### src/rtl/fetch_ctrl_pkg.sv
// Shared constants for the IF stage: reset/chip-enable polarities, FSM encodings, PC step.
package fetch_ctrl_pkg;

  localparam logic RSTENABLE   = 1'b1;
  localparam logic CHIPENABLE  = 1'b1;
  localparam logic CHIPDISABLE = 1'b0;

  localparam logic [31:0] PC_STEP = 32'd4;

  typedef enum logic [1:0] {
    S_IDLE  = 2'd0,
    S_FETCH = 2'd1,
    S_HOLD  = 2'd2,
    S_DROP  = 2'd3
  } state_t;

  // Redirect targets are word aligned; the low two bits are discarded.
  function automatic logic [31:0] align_pc(input logic [31:0] addr);
    return addr & ~32'd3;
  endfunction

endpackage

### src/rtl/fetch_ctrl.sv
// Instruction fetch: owns pc, single-outstanding req/ack to imem, one-entry output buffer.
// Latency: first request 1 cycle after leaving reset idle; zero-wait memory gives inst_valid the cycle after ack.
// Backpressure: stall with a full buffer parks the FSM in S_HOLD with imem_req low until ID consumes.
module fetch_ctrl
  import fetch_ctrl_pkg::*;
#(
  parameter logic [31:0] RESET_PC = 32'h00000000
) (
  input  logic        clk,
  input  logic        rst,
  input  logic        stall,
  input  logic        flush,
  input  logic [31:0] branch_target,
  output logic        ce,
  output logic        imem_req,
  output logic [31:0] imem_addr,
  input  logic        imem_ack,
  input  logic [31:0] imem_rdata,
  output logic        inst_valid,
  output logic [31:0] inst,
  output logic [31:0] inst_pc
);

  state_t      state;
  state_t      state_nxt;
  logic [31:0] pc;
  logic [31:0] drop_addr;
  logic        consume;
  logic        buf_free;
  logic        fetch_ack;

  assign consume   = inst_valid && !stall;
  assign buf_free  = !inst_valid || consume;
  assign fetch_ack = imem_req && imem_ack;

  always_ff @(posedge clk) begin
    if (rst == RSTENABLE) begin
      state <= S_IDLE;
    end else begin
      state <= state_nxt;
    end
  end

  always_comb begin
    state_nxt = state;
    imem_req  = 1'b0;
    imem_addr = pc;
    case (state)
      S_IDLE: begin
        state_nxt = S_FETCH;
      end
      S_FETCH: begin
        imem_req = buf_free;
        if (flush) begin
          // An unanswered request must still be drained before redirecting.
          if (buf_free && !imem_ack) state_nxt = S_DROP;
        end else if (!buf_free) begin
          state_nxt = S_HOLD;
        end
      end
      S_HOLD: begin
        if (flush || consume) state_nxt = S_FETCH;
      end
      S_DROP: begin
        imem_req  = 1'b1;
        imem_addr = drop_addr;
        if (imem_ack) state_nxt = S_FETCH;
      end
      default: state_nxt = S_IDLE;
    endcase
  end

  always_ff @(posedge clk) begin
    if (rst == RSTENABLE) begin
      pc         <= RESET_PC;
      drop_addr  <= RESET_PC;
      ce         <= CHIPDISABLE;
      inst_valid <= 1'b0;
      inst       <= 32'd0;
      inst_pc    <= 32'd0;
    end else begin
      ce <= (state_nxt == S_IDLE) ? CHIPDISABLE : CHIPENABLE;
      if (flush) begin
        pc         <= align_pc(branch_target);
        inst_valid <= 1'b0;
        if (state == S_FETCH && imem_req && !imem_ack) drop_addr <= pc;
      end else if (state == S_FETCH && fetch_ack) begin
        // Overwrites the buffer even when ID consumes in the same cycle.
        inst       <= imem_rdata;
        inst_pc    <= pc;
        inst_valid <= 1'b1;
        pc         <= pc + PC_STEP;
      end else if (consume) begin
        inst_valid <= 1'b0;
      end
    end
  end

endmodule

### config.mk
export PLATFORM = sky130hd
export DESIGN_NAME = fetch_ctrl
export DESIGN_NICKNAME = d
export VERILOG_FILES = /design/src/rtl/fetch_ctrl_pkg.sv /design/src/rtl/fetch_ctrl.sv
export SDC_FILE = /design/constraint.sdc
export NUM_CORES = 1
export LEC_CHECK = 0
export ABC_AREA = 0
export CORE_ASPECT_RATIO = 0.7
export CORE_MARGIN = 8
export CORE_UTILIZATION = 49
export CTS_BUF_LIST = sky130_fd_sc_hd__clkbuf_4
export CTS_CLUSTER_DIAMETER = 150
export DETAILED_ROUTE_END_ITERATION = 16
export GPL_TIMING_DRIVEN = 1
export PLACE_DENSITY = 0.87
export SLEW_MARGIN = 5
export SYNTH_ARGS = -nofsm -noshare
export SYNTH_HDL_FRONTEND = slang
export SYNTH_SLANG_ARGS = --single-unit
### constraint.sdc
create_clock -name clk -period 2.4 [get_ports clk]
set_clock_uncertainty 0.05 [all_clocks]
set_input_delay 0.6 -clock clk [delete_from_list [all_inputs] [get_ports clk]]
set_output_delay 0.6 -clock clk [all_outputs]
set_load 0.1 [all_outputs]
==> results.sh <==
export IMPL_arrival_ps=1730
export IMPL_period_needed_ps=2380
export IMPL_ys_flop_type="dfxtp_1"
export IMPL_grt_pass1_wl_um=26900
export IMPL_syn_area_per_cell_um2=8.10
export IMPL_cts_tree="built"
export IMPL_hold_viol_final=0
export IMPL_grt_start_max_net_pins=62
export IMPL_routed_wl_um=17900
export IMPL_fillers=798
export IMPL_rows=32
export IMPL_synth_edf_count=0
export IMPL_crit_top_cell="buf_12"
export IMPL_finalSetupViolCount=0
export IMPL_first_pass_iters=6
export IMPL_start_util=0.504
export IMPL_cts_buffer_depth=2
export IMPL_root_buffer="clkbuf_4"
export IMPL_io_pins=168
export IMPL_crit_family="flip-flops"
export IMPL_grt_setup_unrepaired="true"
export IMPL_max_cap_viol_count=0
export IMPL_synth_top_area_frac=0.453
export IMPL_cts_htree_levels=4
export IMPL_powerDensity_mw_per_mm2=640
export IMPL_synth_cells=687
export IMPL_die_w_um=143
export IMPL_critPathMaxFanout=8
export IMPL_crit_chain="nand2_8 -> buf_12 -> mux2_2 -> buf_12"
export IMPL_multi_input_area_mm2=0.00285
export IMPL_port_buffers=161
export IMPL_syn_area_mm2=0.00557
export IMPL_die_area_mm2=0.0151
export IMPL_peakVddDrop_mv=0.384
export IMPL_r2r_start="state[1]"
export IMPL_whs_ps=368
export IMPL_synthTopCellsByArea="dfxtp_1 (45%), nand2_1 (14%), a21oi_1 (9.3%)"
export IMPL_status="finished, final reports clean"
export IMPL_ys_warn_count=0
export IMPL_hold_buffers=0
export IMPL_vias=5540
export IMPL_area_growth_pct=45.4
export IMPL_path_buf_inv=2
export IMPL_slew_viol_final=0
export IMPL_synthArstFlopShare=0
export IMPL_drt_iter0_drc=443
export IMPL_drc=0
export IMPL_hold_start="rst"
export IMPL_cp_slowest_stage_delay_ps=390
export IMPL_min_period_over_period=0.991
export IMPL_ys_ff_latch=126
export IMPL_globalplace_congestion=0.824
export IMPL_holdCritPathClass="input pin to flip-flop"
export IMPL_postLayoutCoreUtil=0.732
export IMPL_place_detailed_hpwl_um=12400
export IMPL_crit_start="state[0]"
export IMPL_cts_num_sinks=126
export IMPL_coreArea_mm2=0.0111
export IMPL_ant_nets=0
export IMPL_grt_usage=0.224
export IMPL_numCtsBuffers=17
export IMPL_num_antenna_cells=0
export IMPL_critical_path_slowest_cell="dfxtp_4"
export IMPL_yosysUniqueCellTypes=45
export IMPL_cp_required_ps=1750
export IMPL_avgViaCountPerCell=5.46
export IMPL_nets=919
export IMPL_critPathKind="flip-flop to output port"
export IMPL_grt_antenna_before_repair=0
export IMPL_cp_start_kind="flip-flop"
export IMPL_fmax_mhz=420
export IMPL_clk_latency_ps=520
export IMPL_drive_above_1_share=0.249
export IMPL_crit_path_end_kind="output port"
export IMPL_power_leakage_nw=3.13
export IMPL_regArea_mm2=0.00253
export IMPL_overflow=0
export IMPL_die_y_um=105
export IMPL_grt_pass1_vias=5215
export IMPL_synth_seq_area_share=0.453
export IMPL_clk_pin_slew_ps=120
export IMPL_synth_top_area_cell="dfxtp_1"
export IMPL_final_common_cell="nand2_1"
export IMPL_wire_per_inst_um=17.6
export IMPL_final_cell_mix="nand2_1 (205), dfxtp_1 (123), a21oi_1 (103), buf_4 (91), clkdlybuf4s50_1 (65)"
[worst paths after layout]
kind / endpoint / slack [ps] / cells after the start
setup / recovery: imem_addr[19] / 20 / 4
hold / removal: drop_addr[25] / 370 / 2
setup reg to reg: pc[21] / 230 / 7
hold reg to reg: drop_addr[12] / 410 / 2
[registers in the layout, summed over array words and instances (netlist names)]
name,cells
drop_addr,30
state,2
pc,30
ce,1
inst_valid,1
inst,32
inst_pc,30
[kinds of logic (layout without fill, tap and decap cells)]
kind of cell / Yosys count / count (layout) / share of synthesized area
muxes: 30 / 30 / 0.0607
other: 1 / 4 / 0.000674
buffers and inverters: 66 / 238 / 0.0537
AOI/OAI and AO/OA: 137 / 137 / 0.138
and+or+nand+nor: 301 / 301 / 0.252
DFF: 126 / 126 / 0.453
adders and majority gates: 1 / 1 / 0.00225
xor gates and xnor gates: 25 / 25 / 0.0393
[worst register-to-register path, cell delays in order (launching register included)]
cell and delay (ps):
dfxtp_4 380, buf_4 140, and2b_2 370, nand3_4 220, nor4_4 390, buf_4 200, xnor2_1 70, a211oi_1 270
[timing repair]
item,CTS,global route
setup buffers,0,3
pin swaps,0,1
setup endpoints to repair,30,30
gates cloned,1,2
resized for setup,5,23
[where the power goes]
part	internal [mW]	switching [mW]
sequential	2.17	0.0832
clock	0.822	0.839
combinational	0.449	0.823
total	3.44	1.74
[Yosys cell counts (3+ instances only)]
master,number
buf_2,20
a211oi_1,16
and3_1,8
nor3_1,8
nand2_1,207
nor2_1,25
o21ai_0,6
nor4_4,4
a311oi_1,3
nor4_1,8
xnor2_1,24
nand4_1,7
inv_1,9
nand3_1,12
a21oi_1,103
buf_4,5
mux2_2,30
dfxtp_1,126
and2_1,3
clkbuf_1,30
[area by class of cell]
cell class	count	share of cell area
Timing Repair Buffer	196	0.266
Sequential cell	126	0.313
Clock buffer	17	0.0158
Multi-Input combinational cell	498	0.353
Inverter	10	0.00464
Clock inverter	15	0.0243
Tap cell	153	0.0237
[through the flow]
stage	cells	setup slack [ps]	total power, mW	setup TNS (ps)	area, um^2
finish	1015	21.3	5.18	0	8090
global placement	977	6.61	3.49	0	7570
global route	1015	-52.7	5.36	-960	8090
floorplan	690	219	3.07	0	5580
CTS	1010	-46.9	5.16	-1040	7930
detailed placement	977	-69.3	3.52	-176	7570
[metal layers]
metal  global-route usage  part of all wire
met1                0.268              0.40
met2                0.370              0.48
met3               0.0755              0.10
met4               0.0748             0.021
met5                    0                 0
Note: power is estimated with default switching activity, not from simulation.
